`config.mk`:
```
export PLATFORM = sky130hd
export DESIGN_NAME = fcl_neuron_acc_flat
export DESIGN_NICKNAME = d
export VERILOG_FILES = /design/src/rtl/fcl_pkg.sv /design/src/rtl/fcl_neuron_acc_if.sv /design/src/rtl/fcl_relu_shift_sat.sv /design/src/rtl/fcl_neuron_acc.sv /design/src/flat_wrapper.sv
export SDC_FILE = /design/constraint.sdc
export NUM_CORES = 1
export LEC_CHECK = 0
export BUFFER_PORTS_ARGS = -buffer_cell sky130_fd_sc_hd__buf_4
export CAP_MARGIN = 30
export CORE_MARGIN = 2
export CORE_UTILIZATION = 28
export DETAILED_ROUTE_END_ITERATION = 10
export PLACE_DENSITY = 0.51
export SYNTH_ARGS = -nofsm -noshare
export SYNTH_HDL_FRONTEND = slang
export SYNTH_SLANG_ARGS = --single-unit
```
`constraint.sdc`:
```
create_clock -name fcl_acc_clk -period 3.4 [get_ports fcl_acc_clk]
set_input_delay 0.68 -clock fcl_acc_clk [delete_from_list [all_inputs] [get_ports fcl_acc_clk]]
set_output_delay 0.68 -clock fcl_acc_clk [all_outputs]
set_load 0.005 [all_outputs]
```
`src/rtl/fcl_pkg.sv`:
```
// Shared types and default sizing for the fully-connected layer datapath.
package fcl_pkg;

  typedef enum logic [1:0] {
    ST_IDLE  = 2'd0,
    ST_ACCUM = 2'd1,
    ST_POST  = 2'd2,
    ST_OUT   = 2'd3
  } fcl_state_e;

  localparam int FCL_IN_WIDTH   = 19;
  localparam int FCL_BEATS      = 24;
  localparam int FCL_NEURONS    = 84;
  localparam int FCL_BIAS_WIDTH = 16;
  localparam int FCL_ACC_WIDTH  = 32;
  localparam int FCL_SHIFT      = 8;
  localparam int FCL_OUT_WIDTH  = 8;

  // A single-neuron layer still needs a 1-bit index field.
  function automatic int fcl_idx_width(input int n);
    return (n > 1) ? $clog2(n) : 1;
  endfunction

  localparam int FCL_IDX_WIDTH = fcl_idx_width(FCL_NEURONS);

endpackage

```
`src/rtl/fcl_neuron_acc_if.sv`:
```
// Partial-sum input stream, result output stream and status for the neuron accumulator.
interface fcl_neuron_acc_if
  import fcl_pkg::*;
#(
  parameter int IN_WIDTH   = FCL_IN_WIDTH,
  parameter int BIAS_WIDTH = FCL_BIAS_WIDTH,
  parameter int OUT_WIDTH  = FCL_OUT_WIDTH,
  parameter int IDX_WIDTH  = FCL_IDX_WIDTH
);

  logic                  fcl_acc_flush_i;
  logic                  fcl_acc_in_valid_i;
  logic                  fcl_acc_in_ready_o;
  logic [IN_WIDTH-1:0]   fcl_acc_in_data_i;
  logic [BIAS_WIDTH-1:0] fcl_acc_bias_i;
  logic                  fcl_acc_out_valid_o;
  logic                  fcl_acc_out_ready_i;
  logic [OUT_WIDTH-1:0]  fcl_acc_out_data_o;
  logic [IDX_WIDTH-1:0]  fcl_acc_out_idx_o;
  logic                  fcl_acc_out_sat_o;
  logic                  fcl_acc_drop_err_o;

  modport master (
    output fcl_acc_flush_i,
    output fcl_acc_in_valid_i,
    input  fcl_acc_in_ready_o,
    output fcl_acc_in_data_i,
    output fcl_acc_bias_i,
    input  fcl_acc_out_valid_o,
    output fcl_acc_out_ready_i,
    input  fcl_acc_out_data_o,
    input  fcl_acc_out_idx_o,
    input  fcl_acc_out_sat_o,
    input  fcl_acc_drop_err_o
  );

  modport slave (
    input  fcl_acc_flush_i,
    input  fcl_acc_in_valid_i,
    output fcl_acc_in_ready_o,
    input  fcl_acc_in_data_i,
    input  fcl_acc_bias_i,
    output fcl_acc_out_valid_o,
    input  fcl_acc_out_ready_i,
    output fcl_acc_out_data_o,
    output fcl_acc_out_idx_o,
    output fcl_acc_out_sat_o,
    output fcl_acc_drop_err_o
  );

endinterface

```
`src/rtl/fcl_relu_shift_sat.sv`:
```
// ReLU, arithmetic right-shift requantisation and unsigned saturation of a signed accumulator.
module fcl_relu_shift_sat #(
  parameter int ACC_WIDTH = 32,
  parameter int SHIFT     = 8,
  parameter int OUT_WIDTH = 8
) (
  input  logic signed [ACC_WIDTH-1:0] acc,
  output logic        [OUT_WIDTH-1:0] data,
  output logic                        sat
);

  logic signed [ACC_WIDTH-1:0] shifted_s;

  assign shifted_s = acc >>> SHIFT;

  // Negative sums clamp to zero; anything above the output range clips to all ones.
  always_comb begin
    data = {OUT_WIDTH{1'b0}};
    sat  = 1'b0;
    if (acc[ACC_WIDTH-1]) begin
      data = {OUT_WIDTH{1'b0}};
      sat  = 1'b0;
    end else if (shifted_s[ACC_WIDTH-1:OUT_WIDTH] != {(ACC_WIDTH-OUT_WIDTH){1'b0}}) begin
      data = {OUT_WIDTH{1'b1}};
      sat  = 1'b1;
    end else begin
      data = shifted_s[OUT_WIDTH-1:0];
      sat  = 1'b0;
    end
  end

endmodule

```
`src/rtl/fcl_neuron_acc.sv`:
```
// Per-neuron accumulator: sums BEATS partial sums plus bias, requantises, and emits one tagged result.
module fcl_neuron_acc
  import fcl_pkg::*;
#(
  parameter int IN_WIDTH   = FCL_IN_WIDTH,
  parameter int BEATS      = FCL_BEATS,
  parameter int NEURONS    = FCL_NEURONS,
  parameter int BIAS_WIDTH = FCL_BIAS_WIDTH,
  parameter int ACC_WIDTH  = FCL_ACC_WIDTH,
  parameter int SHIFT      = FCL_SHIFT,
  parameter int OUT_WIDTH  = FCL_OUT_WIDTH
) (
  input logic             fcl_acc_clk,
  input logic             fcl_acc_rst,
  fcl_neuron_acc_if.slave bus
);

  localparam int IDX_W = fcl_idx_width(NEURONS);
  localparam int CNT_W = $clog2(BEATS + 1);
  localparam logic [CNT_W-1:0] LAST_CNT = CNT_W'(BEATS);
  localparam logic [IDX_W-1:0] LAST_IDX = IDX_W'(NEURONS - 1);
  localparam fcl_state_e FIRST_NEXT = (BEATS == 1) ? ST_POST : ST_ACCUM;

  fcl_state_e                  state_r, state_next_s;
  logic [CNT_W-1:0]            cnt_r, cnt_next_s;
  logic [IDX_W-1:0]            idx_r, idx_next_s;
  logic signed [ACC_WIDTH-1:0] acc_r, acc_next_s;
  logic                        out_valid_r, out_valid_next_s;
  logic [OUT_WIDTH-1:0]        out_data_r, out_data_next_s;
  logic                        out_sat_r, out_sat_next_s;
  logic [IDX_W-1:0]            out_idx_r, out_idx_next_s;
  logic                        drop_err_r, drop_err_next_s;

  logic                        in_ready_s;
  logic                        flush_abort_s;
  logic                        accept_s;
  logic                        drop_s;
  logic signed [ACC_WIDTH-1:0] bias_ext_s;
  logic signed [ACC_WIDTH-1:0] data_ext_s;
  logic [OUT_WIDTH-1:0]        post_data_s;
  logic                        post_sat_s;

  assign bias_ext_s = {{(ACC_WIDTH-BIAS_WIDTH){bus.fcl_acc_bias_i[BIAS_WIDTH-1]}}, bus.fcl_acc_bias_i};
  assign data_ext_s = {{(ACC_WIDTH-IN_WIDTH){1'b0}}, bus.fcl_acc_in_data_i};

  fcl_relu_shift_sat #(
    .ACC_WIDTH (ACC_WIDTH),
    .SHIFT     (SHIFT),
    .OUT_WIDTH (OUT_WIDTH)
  ) u_post (
    .acc  (acc_r),
    .data (post_data_s),
    .sat  (post_sat_s)
  );

  // Input readiness per state; in OUT a new neuron may start only while the result drains.
  always_comb begin
    in_ready_s = 1'b0;
    case (state_r)
      ST_IDLE:  in_ready_s = 1'b1;
      ST_ACCUM: in_ready_s = 1'b1;
      ST_POST:  in_ready_s = 1'b0;
      ST_OUT:   in_ready_s = bus.fcl_acc_out_ready_i;
      default:  in_ready_s = 1'b0;
    endcase
  end

  // Flush cannot disturb a pending result, and a beat in an aborting cycle is simply ignored.
  assign flush_abort_s = bus.fcl_acc_flush_i && (state_r != ST_OUT);
  assign accept_s      = bus.fcl_acc_in_valid_i && in_ready_s && !flush_abort_s;
  assign drop_s        = bus.fcl_acc_in_valid_i && !in_ready_s && !flush_abort_s;

  // Next-state and datapath updates.
  always_comb begin
    state_next_s     = state_r;
    cnt_next_s       = cnt_r;
    idx_next_s       = idx_r;
    acc_next_s       = acc_r;
    out_valid_next_s = out_valid_r;
    out_data_next_s  = out_data_r;
    out_sat_next_s   = out_sat_r;
    out_idx_next_s   = out_idx_r;
    drop_err_next_s  = drop_err_r | drop_s;

    if (flush_abort_s) begin
      state_next_s = ST_IDLE;
      cnt_next_s   = {CNT_W{1'b0}};
      acc_next_s   = {ACC_WIDTH{1'b0}};
    end else begin
      case (state_r)
        ST_IDLE: begin
          if (accept_s) begin
            acc_next_s   = bias_ext_s + data_ext_s;
            cnt_next_s   = CNT_W'(1);
            state_next_s = FIRST_NEXT;
          end else begin
            state_next_s = ST_IDLE;
          end
        end
        ST_ACCUM: begin
          if (accept_s) begin
            acc_next_s = acc_r + data_ext_s;
            cnt_next_s = cnt_r + CNT_W'(1);
            if ((cnt_r + CNT_W'(1)) == LAST_CNT) begin
              state_next_s = ST_POST;
            end else begin
              state_next_s = ST_ACCUM;
            end
          end else begin
            state_next_s = ST_ACCUM;
          end
        end
        ST_POST: begin
          out_data_next_s  = post_data_s;
          out_sat_next_s   = post_sat_s;
          out_idx_next_s   = idx_r;
          out_valid_next_s = 1'b1;
          cnt_next_s       = {CNT_W{1'b0}};
          state_next_s     = ST_OUT;
        end
        ST_OUT: begin
          if (bus.fcl_acc_out_ready_i) begin
            out_valid_next_s = 1'b0;
            if (idx_r == LAST_IDX) begin
              idx_next_s = {IDX_W{1'b0}};
            end else begin
              idx_next_s = idx_r + IDX_W'(1);
            end
            // A beat in the drain cycle is the first beat of the next neuron.
            if (accept_s) begin
              acc_next_s   = bias_ext_s + data_ext_s;
              cnt_next_s   = CNT_W'(1);
              state_next_s = FIRST_NEXT;
            end else begin
              cnt_next_s   = {CNT_W{1'b0}};
              state_next_s = ST_IDLE;
            end
          end else begin
            state_next_s = ST_OUT;
          end
        end
        default: begin
          state_next_s = ST_IDLE;
          cnt_next_s   = {CNT_W{1'b0}};
          acc_next_s   = {ACC_WIDTH{1'b0}};
        end
      endcase
    end
  end

  // State and output registers with asynchronous clear.
  always_ff @(posedge fcl_acc_clk or posedge fcl_acc_rst) begin
    if (fcl_acc_rst) begin
      state_r     <= ST_IDLE;
      cnt_r       <= {CNT_W{1'b0}};
      idx_r       <= {IDX_W{1'b0}};
      acc_r       <= {ACC_WIDTH{1'b0}};
      out_valid_r <= 1'b0;
      out_data_r  <= {OUT_WIDTH{1'b0}};
      out_sat_r   <= 1'b0;
      out_idx_r   <= {IDX_W{1'b0}};
      drop_err_r  <= 1'b0;
    end else begin
      state_r     <= state_next_s;
      cnt_r       <= cnt_next_s;
      idx_r       <= idx_next_s;
      acc_r       <= acc_next_s;
      out_valid_r <= out_valid_next_s;
      out_data_r  <= out_data_next_s;
      out_sat_r   <= out_sat_next_s;
      out_idx_r   <= out_idx_next_s;
      drop_err_r  <= drop_err_next_s;
    end
  end

  assign bus.fcl_acc_in_ready_o  = in_ready_s;
  assign bus.fcl_acc_out_valid_o = out_valid_r;
  assign bus.fcl_acc_out_data_o  = out_data_r;
  assign bus.fcl_acc_out_idx_o   = out_idx_r;
  assign bus.fcl_acc_out_sat_o   = out_sat_r;
  assign bus.fcl_acc_drop_err_o  = drop_err_r;

endmodule

```
`src/flat_wrapper.sv`:
```
// flat-port wrapper written by rule: the top's interface ports become plain ports
module fcl_neuron_acc_flat import fcl_pkg::*;
#(
  parameter int IN_WIDTH   = FCL_IN_WIDTH,
  parameter int BEATS      = FCL_BEATS,
  parameter int NEURONS    = FCL_NEURONS,
  parameter int BIAS_WIDTH = FCL_BIAS_WIDTH,
  parameter int ACC_WIDTH  = FCL_ACC_WIDTH,
  parameter int SHIFT      = FCL_SHIFT,
  parameter int OUT_WIDTH  = FCL_OUT_WIDTH
)
  (fcl_acc_clk, fcl_acc_rst, bus_fcl_acc_flush_i, bus_fcl_acc_in_valid_i, bus_fcl_acc_in_ready_o, bus_fcl_acc_in_data_i, bus_fcl_acc_bias_i, bus_fcl_acc_out_valid_o, bus_fcl_acc_out_ready_i, bus_fcl_acc_out_data_o, bus_fcl_acc_out_idx_o, bus_fcl_acc_out_sat_o, bus_fcl_acc_drop_err_o);
  fcl_neuron_acc_if #(.IN_WIDTH(IN_WIDTH), .BIAS_WIDTH(BIAS_WIDTH), .OUT_WIDTH(OUT_WIDTH)) bus_i ();
  input logic fcl_acc_clk;
  input logic fcl_acc_rst;
  input wire logic [$bits(bus_i.fcl_acc_flush_i)-1:0] bus_fcl_acc_flush_i;
  input wire logic [$bits(bus_i.fcl_acc_in_valid_i)-1:0] bus_fcl_acc_in_valid_i;
  output wire logic [$bits(bus_i.fcl_acc_in_ready_o)-1:0] bus_fcl_acc_in_ready_o;
  input wire logic [$bits(bus_i.fcl_acc_in_data_i)-1:0] bus_fcl_acc_in_data_i;
  input wire logic [$bits(bus_i.fcl_acc_bias_i)-1:0] bus_fcl_acc_bias_i;
  output wire logic [$bits(bus_i.fcl_acc_out_valid_o)-1:0] bus_fcl_acc_out_valid_o;
  input wire logic [$bits(bus_i.fcl_acc_out_ready_i)-1:0] bus_fcl_acc_out_ready_i;
  output wire logic [$bits(bus_i.fcl_acc_out_data_o)-1:0] bus_fcl_acc_out_data_o;
  output wire logic [$bits(bus_i.fcl_acc_out_idx_o)-1:0] bus_fcl_acc_out_idx_o;
  output wire logic [$bits(bus_i.fcl_acc_out_sat_o)-1:0] bus_fcl_acc_out_sat_o;
  output wire logic [$bits(bus_i.fcl_acc_drop_err_o)-1:0] bus_fcl_acc_drop_err_o;
  assign bus_i.fcl_acc_flush_i = bus_fcl_acc_flush_i;
  assign bus_i.fcl_acc_in_valid_i = bus_fcl_acc_in_valid_i;
  assign bus_fcl_acc_in_ready_o = bus_i.fcl_acc_in_ready_o;
  assign bus_i.fcl_acc_in_data_i = bus_fcl_acc_in_data_i;
  assign bus_i.fcl_acc_bias_i = bus_fcl_acc_bias_i;
  assign bus_fcl_acc_out_valid_o = bus_i.fcl_acc_out_valid_o;
  assign bus_i.fcl_acc_out_ready_i = bus_fcl_acc_out_ready_i;
  assign bus_fcl_acc_out_data_o = bus_i.fcl_acc_out_data_o;
  assign bus_fcl_acc_out_idx_o = bus_i.fcl_acc_out_idx_o;
  assign bus_fcl_acc_out_sat_o = bus_i.fcl_acc_out_sat_o;
  assign bus_fcl_acc_drop_err_o = bus_i.fcl_acc_drop_err_o;
  fcl_neuron_acc #(.IN_WIDTH(IN_WIDTH), .BEATS(BEATS), .NEURONS(NEURONS), .BIAS_WIDTH(BIAS_WIDTH), .ACC_WIDTH(ACC_WIDTH), .SHIFT(SHIFT), .OUT_WIDTH(OUT_WIDTH)) u_core (.fcl_acc_clk(fcl_acc_clk), .fcl_acc_rst(fcl_acc_rst), .bus(bus_i));
endmodule
```
==> impl_results.md, run 1 <==
* CTS root buf: clkbuf_16
* Net count after synthesis at 729
* ANT cells at 0
* CTS Sinks at 64
* Initial core utilization at 0.287
* Final nets at 799
* Drt first pass iters at 8
* Core Region at 18800 sq um
* Non-Filler Instances at 949
* Share of cells above drive strength 1 at 0.175
* 1st-iter DRT viols at 415
* Post-synthesis sequential element count at 64
* CTS resizes at 0
* CTS Buf Count at 9
* Max stage delay on crit path at 0.55 ns
* Final setup TNS at 0 ns
* Worst-path clk slew at 0.06 ns
* Critical Path RT at 3.67 ns
* Synth Flop Type: dfrtp_1
* Dpl cell area at 6220 sq um
* RSZ-0062 raised after global routing: no
* Ys async rst share at 1.00
* Worst skew pair latency at 0.33 ns
* CP Cell Sequence: buf_4, ha_1, inv_1, fa_1, nand2b_2, a21oi_2, a2111oi_2, o211a_1, or4_4, nand2b_4, o21ai_0, a22o_1
* Die height at 143 um
* Final Skew at 0.00833 ns
* Largest net degree at the start of global routing at 35
* Global Route Usage Sum at 0.158
* Endpoints failing setup at 0
* CP endpoint kind: flip-flop
* CP max FO at 14
* Initial antenna violation count at 0
* Status: finished clean
* Post-CTS Repair Setup Buffers at 0
* Pwr/cell area at 402 nW/um^2
* Die outline area at 20400 sq um
* Mapped cell area at 5390 sq um
* Slowest stage cell, crit path: or4_4
* Synth Warn # at 0
* Design Area, Final at 6500 sq um
* Via-per-instance ratio at 5.38
* Arrival time worst endpoint at 3.40 ns
* Dpl hpwl at 12.1 mm
* Sequential fraction of the synthesis area at 0.297
* Post-synth EDFFs at 0
* Worst rel slew slack at 0.496
* Site row count at 50
* Fmax at 320 MHz
* Pins Over Slew Limit at 0
* Min-delay worst type: flip-flop to flip-flop
* Pleak at 2.99 nW
* Tightest Pin Transition at 0.755 ns
* Overflow after GRT at 0
* Chip width at 143 um
* Crit path kind: input port to flip-flop
* Htree depth at 3
* IO Pins at 59
* Worst-case clock buffer depth at 2
* Vias after detailed routing at 5105
* Period utilisation layout at 0.919
* Dpl cells at 933
* First-pass GRT wire length at 25.7 mm
* DP Worst Slack at -0.0541 ns
* Antenna Nets Post-Route at 0
* Drt drc at 0
* Pwr Total at 0.00261 W
* Final Hold Viols at 0
* CTS tree: yes
* Cts hold-fix bufs at 0
* Number of port buffers at 58
* # Max-Cap Violations at 0
* Distinct cells, synth at 74
* R2R setup slack at 0.41 ns
* Critical Path Start Type: input port
* Routed WL at 15.5 mm
* Worst setup margin at 0.275 ns
* Routed length per instance at 16.3 um
* Period minus WS final at 3.12 ns
* P&R area growth vs syn at 20.7%
* Vias in the first global route at 5061
* RD Place Congestion at 0.913
* Synth Instances at 640
* Max VDD drop at 0.172 mV
* Mean Syn Cell Area at 8.41 sq um
* Fillers at 1962
[worst paths after layout]
| kind | startpoint | to | depth (start not counted) |
|---|---|---|---|
| max | bus_fcl_acc_bias_i[0] | u_core.acc_r[24] | 12 |
| min | u_core.bus.fcl_acc_out_data_o[0] | u_core.bus.fcl_acc_out_data_o[0] | 2 |
| max reg2reg | u_core.acc_r[0] | u_core.acc_r[30] | 11 |
| min reg2reg | u_core.bus.fcl_acc_out_data_o[0] | u_core.bus.fcl_acc_out_data_o[0] | 2 |
| max in group asynchronous | fcl_acc_rst | u_core.acc_r[30] | 3 |
| min in group asynchronous | fcl_acc_rst | u_core.bus.fcl_acc_out_idx_o[3] | 2 |
[cells in the mapped netlist (8+ instances only)]
cell | instances | share of area
xor2_1 | 9 | 0.015
nor3_1 | 19 | 0.018
a21o_1 | 16 | 0.022
o31ai_1 | 18 | 0.025
o21ai_0 | 39 | 0.036
clkbuf_1 | 16 | 0.011
nor2_1 | 58 | 0.040
nand2b_1 | 8 | 0.0093
nand3_1 | 18 | 0.017
xnor2_1 | 23 | 0.037
o21bai_1 | 8 | 0.011
a211oi_1 | 9 | 0.013
mux2_2 | 8 | 0.017
o21ai_1 | 9 | 0.0084
a22o_1 | 10 | 0.016
a21oi_1 | 50 | 0.046
nand2_1 | 71 | 0.049
nor2b_1 | 8 | 0.0093
inv_1 | 25 | 0.017
ha_1 | 47 | 0.11
nand4_1 | 11 | 0.013
dfrtp_1 | 64 | 0.30
[metrics by stage]
step	util	hold WS, ns
3_3_place_gp	0.331	0.467
2_1_floorplan	-	0.468
4_1_cts	0.346	0.488
3_5_place_dp	0.331	0.472
5_1_grt	0.346	0.513
6_report	0.346	0.482
[cells by family after synthesis]
family                     count (synthesis)  share of synthesized area
adders and majority gates                 49                      0.117
buffers and inverters                     47                     0.0351
xor gates and xnor gates                  32                     0.0520
DFF                                       64                      0.297
and+or+nand+nor                          217                      0.188
AOI/OAI and AO/OA                        218                      0.284
muxes                                     13                     0.0260
[cells in the final DEF, fill, tap and decap left out, types with 10 or more instances in the layout]
cell type / netlist / layout
buf_4: 0 / 78
nand2_1: 71 / 71
dfrtp_1: 64 / 64
nor2_1: 58 / 58
a21oi_1: 50 / 49
ha_1: 47 / 47
o21ai_0: 39 / 39
inv_1: 25 / 24
xnor2_1: 23 / 23
nor3_1: 19 / 19
nand3_1: 18 / 18
o31ai_1: 18 / 18
a21o_1: 16 / 16
nand4_1: 11 / 11
a22o_1: 10 / 10
[critical path, delay by kind of cell]
family	cells	cell delay, ns
AOI/OAI and AO/OA	5	1.05
and+or+nand+nor	3	0.99
adders and majority gates	2	0.54
buffers and inverters	2	0.14
[power by group]
| part | internal (W) | leakage, nW | switching (W) | total (W) |
|---|---|---|---|---|
| clock | 0.000515 | 0.139 | 0.000359 | 0.000875 |
| sequential | 0.000810 | 0.865 | 0.0000670 | 0.000877 |
| combinational | 0.000364 | 1.98 | 0.000494 | 0.000858 |
| total | 0.00169 | 2.99 | 0.000921 | 0.00261 |
[metal layers]
layer | GRT usage | routed length, um | up-vias
met4 | 0.0443 | 183 | 0
li1 | - | - | 2515
met2 | 0.250 | 6880 | 132
met1 | 0.226 | 7720 | 2446
met3 | 0.0215 | 693 | 12
met5 | 0 | 0 | -
[flip-flops by register name (all words and copies together) (netlist names)]
register	flops
u_core.acc_r	32
u_core.bus.fcl_acc_out_data_o	8
u_core.bus.fcl_acc_out_idx_o	7
u_core.idx_r	7
u_core.cnt_r	5
u_core.state_r	2
u_core.bus.fcl_acc_drop_err_o	1
u_core.bus.fcl_acc_out_sat_o	1
u_core.bus.fcl_acc_out_valid_o	1
[cell type report]
class / instances / area [sq um] / area share
Inverter: 26 / 97.6 / 0.0150
Sequential cell: 64 / 1600 / 0.246
Clock buffer: 10 / 239 / 0.0368
Timing Repair Buffer: 80 / 626 / 0.0963
Tap cell: 234 / 293 / 0.0451
Multi-Input combinational cell: 529 / 3600 / 0.554
Clock inverter: 6 / 43.8 / 0.00674
Power figures use the tool's default switching activity.
==> run 2: changes to the inputs <==
- ABC_AREA: not set -> 1
==> impl_results.md, run 2 <==
* Min-Delay Endpoint: u_core.bus.fcl_acc_out_idx_o[5]
* Worst-case clock buffer depth at 2 (unchanged)
* Max reg flops at 32 (unchanged)
* CP endpoint kind: flip-flop
* Synth Warn # at 0 (unchanged)
* Via-per-instance ratio at 4.76 (-11%)
* Net count after synthesis at 1101 (+51%)
* Critical Path Start Type: input port
* RSZ-0062 raised after global routing: no
* CTS Buf Count at 9 (unchanged)
* Post-synthesis sequential element count at 64 (unchanged)
* Period utilisation layout at 0.700 (-0.219)
* P&R area growth vs syn at 16.5%
* Hold Path Depth at 2 (unchanged)
* Max VDD drop at 0.222 mV (+29%)
* Post-CTS Repair Setup Buffers at 0 (unchanged)
* First-pass GRT wire length at 31.9 mm (+24%)
* Top reg by flops: u_core.acc_r
* CTS tree: yes
* Global Route Usage Sum at 0.169 (+0.0111)
* Mapped cell area at 6260 sq um (+16%)
* Pwr/cell area at 371 nW/um^2 (-7.7%)
* Hold path startpoint: u_core.bus.fcl_acc_out_idx_o[5]
* Final Skew at 0.00922 ns (+0.000893 ns)
* Pleak at 3.90 nW (+31%)
* Min-delay worst type: flip-flop to flip-flop
* Max stage delay on crit path at 0.38 ns (-0.17 ns)
* FF+latch area at 1600 sq um (unchanged)
* Final setup TNS at 0 ns (unchanged)
* Vias in the first global route at 6021 (+19%)
* CTS resizes at 0 (unchanged)
* Yosys top cell by area: dfrtp_1
* Area share of the largest cell type after synthesis at 0.256 (-0.0417)
* Worst r2r src: u_core.state_r[0]
* Critical path's most frequent cell: nand3_1
* Antenna Nets Post-Route at 0 (unchanged)
* Fillers at 2473 (+26%)
* Sequential fraction of the synthesis area at 0.256 (-0.0417)
* Drt first pass iters at 5 (-3)
* Site row count at 54 (+8.0%)
* Distinct cells, synth at 42 (-43%)
* # Max-Cap Violations at 0 (unchanged)
* Fmax at 420 MHz (+31%)
* Pins Over Slew Limit at 0 (unchanged)
* WP depth at 14 (+2)
* Worst rel slew slack at 0.402 (-0.0941)
* Top delay family on crit path: simple AND/OR/NAND/NOR gates
* Number of port buffers at 58 (unchanged)
* Worst-path clk slew at 0.06 ns (about the same)
* Ys async rst share at 1.00 (unchanged)
* Synth Flop Type: dfrtp_1
* Critical Path RT at 3.64 ns (-0.03 ns)
* R2R Path End: u_core.acc_r[15]
* Pwr Total at 0.00270 W (+3.6%)
* CP Cell Sequence: buf_4, ha_1, inv_1, fa_1, inv_1, nand3_1, nand3_1, inv_1, o21bai_1, nand2_1, nand3_1, nand3_1, nand3_1, nand2_1
* Routed WL at 19.7 mm (+27%)
* Die outline area at 23600 sq um (+16%)
* Synth cell count leaders: 347 x nand2_1, 163 x inv_1, 115 x nand3_1, 64 x dfrtp_1, 64 x nor2_1
* CTS Sinks at 64 (unchanged)
* R2R setup slack at 1.05 ns (+0.64 ns)
* Arrival time worst endpoint at 2.62 ns (-0.78 ns)
* Cts hold-fix bufs at 0 (unchanged)
* Mean Syn Cell Area at 6.19 sq um (-26%)
* Htree depth at 3 (unchanged)
* Post-synth EDFFs at 0 (unchanged)
* Worst skew pair latency at 0.35 ns (+0.02 ns)
* Period minus WS final at 2.38 ns (-0.745 ns)
* CP Buf/Inv Count at 4 (+2)
* Die height at 154 um (+7.6%)
* Endpoints failing setup at 0 (unchanged)
* Count leader, synth: nand2_1
* Area of the multi-input gates at 3920 sq um (+8.8%)
* RD Place Congestion at 0.895 (-2.0%)
* Chip width at 154 um (+7.6%)
* Status: finished clean
* ANT cells at 0 (unchanged)
* Initial core utilization at 0.286 (-0.000868)
* CTS root buf: clkbuf_16
* Overflow after GRT at 0 (unchanged)
* Hold_ws at 0.479 ns (-0.00273 ns)
* Final nets at 1160 (+45%)
* Slowest stage cell, crit path: fa_1
* Area contributors post-synth: dfrtp_1 26%, nand2_1 21%, inv_1 9.8%
* Share of cells above drive strength 1 at 0.105 (-0.0698)
* Commonest non-fill, non-tap cell in the layout: nand2_1
* Initial antenna violation count at 0 (unchanged)
* Crit path kind: input port to flip-flop
* IO Pins at 59 (unchanged)
* Synth Instances at 1012 (+58%)
* Core Region at 21900 sq um (+17%)
* Tightest Pin Transition at 0.898 ns (+0.142 ns)
* Reg2Reg Depth at 10 (-1)
* CP max FO at 4 (-10)
* Leading cell types in the layout, fill and taps excluded: 347 x nand2_1, 162 x inv_1, 115 x nand3_1
* Routed length per instance at 14.5 um (-11%)
* 1st-iter DRT viols at 431 (+3.9%)
* Dpl hpwl at 15.5 mm (+28%)
* Largest net degree at the start of global routing at 65 (+86%)
* Vias after detailed routing at 6460 (+27%)
* Final Hold Viols at 0 (unchanged)
* Drt drc at 0 (unchanged)
==> run 2: tightest hold or removal path, cell delays in order (launching register included) <==
cell,delay [ns]
dfrtp_1,0.35
nand2_1,0.05
nand2_1,0.05
==> run 2: cell families after synthesis <==
kind of cell	share of synthesized area
multiplexers	0.00160
AND/OR/NAND/NOR	0.407
buffers and inverters	0.119
XOR/XNOR	0.0168
flip-flops	0.256
AO/OA/AOI/OAI	0.0997
adder cells (fa/ha/maj)	0.100
==> run 2: worst max-delay path by stage <==
stage                                        start          endpoint  slack [ns]
final                     bus_fcl_acc_in_data_i[0]  u_core.acc_r[16]        1.02
after global routing      bus_fcl_acc_in_data_i[0]  u_core.acc_r[16]        0.82
after CTS                        u_core.state_r[0]  u_core.acc_r[15]        1.02
after detailed placement  bus_fcl_acc_in_data_i[0]  u_core.acc_r[30]        0.70
after global placement    bus_fcl_acc_in_data_i[0]  u_core.acc_r[16]        0.72
after floorplan                        fcl_acc_rst   u_core.acc_r[0]        1.12
==> run 2: cell type report <==
class / instances / share of cell area
Clock buffer: 12 / 0.0338
Clock inverter: 4 / 0.0106
Inverter: 170 / 0.0875
Multi-Input combinational cell: 764 / 0.537
Sequential cell: 64 / 0.220
Tap cell: 280 / 0.0480
Timing Repair Buffer: 62 / 0.0638
==> run 2: stage by stage <==
step / instance area [sq um] / worst slack, ns / utilization / std cells
after floorplan: 6260 / 1.12 / - / 1012
after global routing: 7300 / 0.819 / 0.333 / 1356
after global placement: 6970 / 0.723 / 0.318 / 1340
final: 7300 / 1.02 / 0.333 / 1356
after CTS: 7300 / 1.02 / 0.333 / 1356
after detailed placement: 6970 / 0.696 / 0.318 / 1340
==> run 2: report_power, final <==
part | internal [W] | total, W | switching [W]
Clock | 0.000666 | 0.00105 | 0.000381
Combinational | 0.000271 | 0.000799 | 0.000528
Sequential | 0.000804 | 0.000859 | 0.0000558
==> run 2: routing by layer <==
layer	wire length (um)	track usage	up-vias	part of all wire
li1	-	-	3353	-
met1	9650	0.240	2957	0.49
met2	8920	0.274	133	0.45
met3	859	0.0240	17	0.044
met4	250	0.0371	0	0.013
met5	0	0	-	0
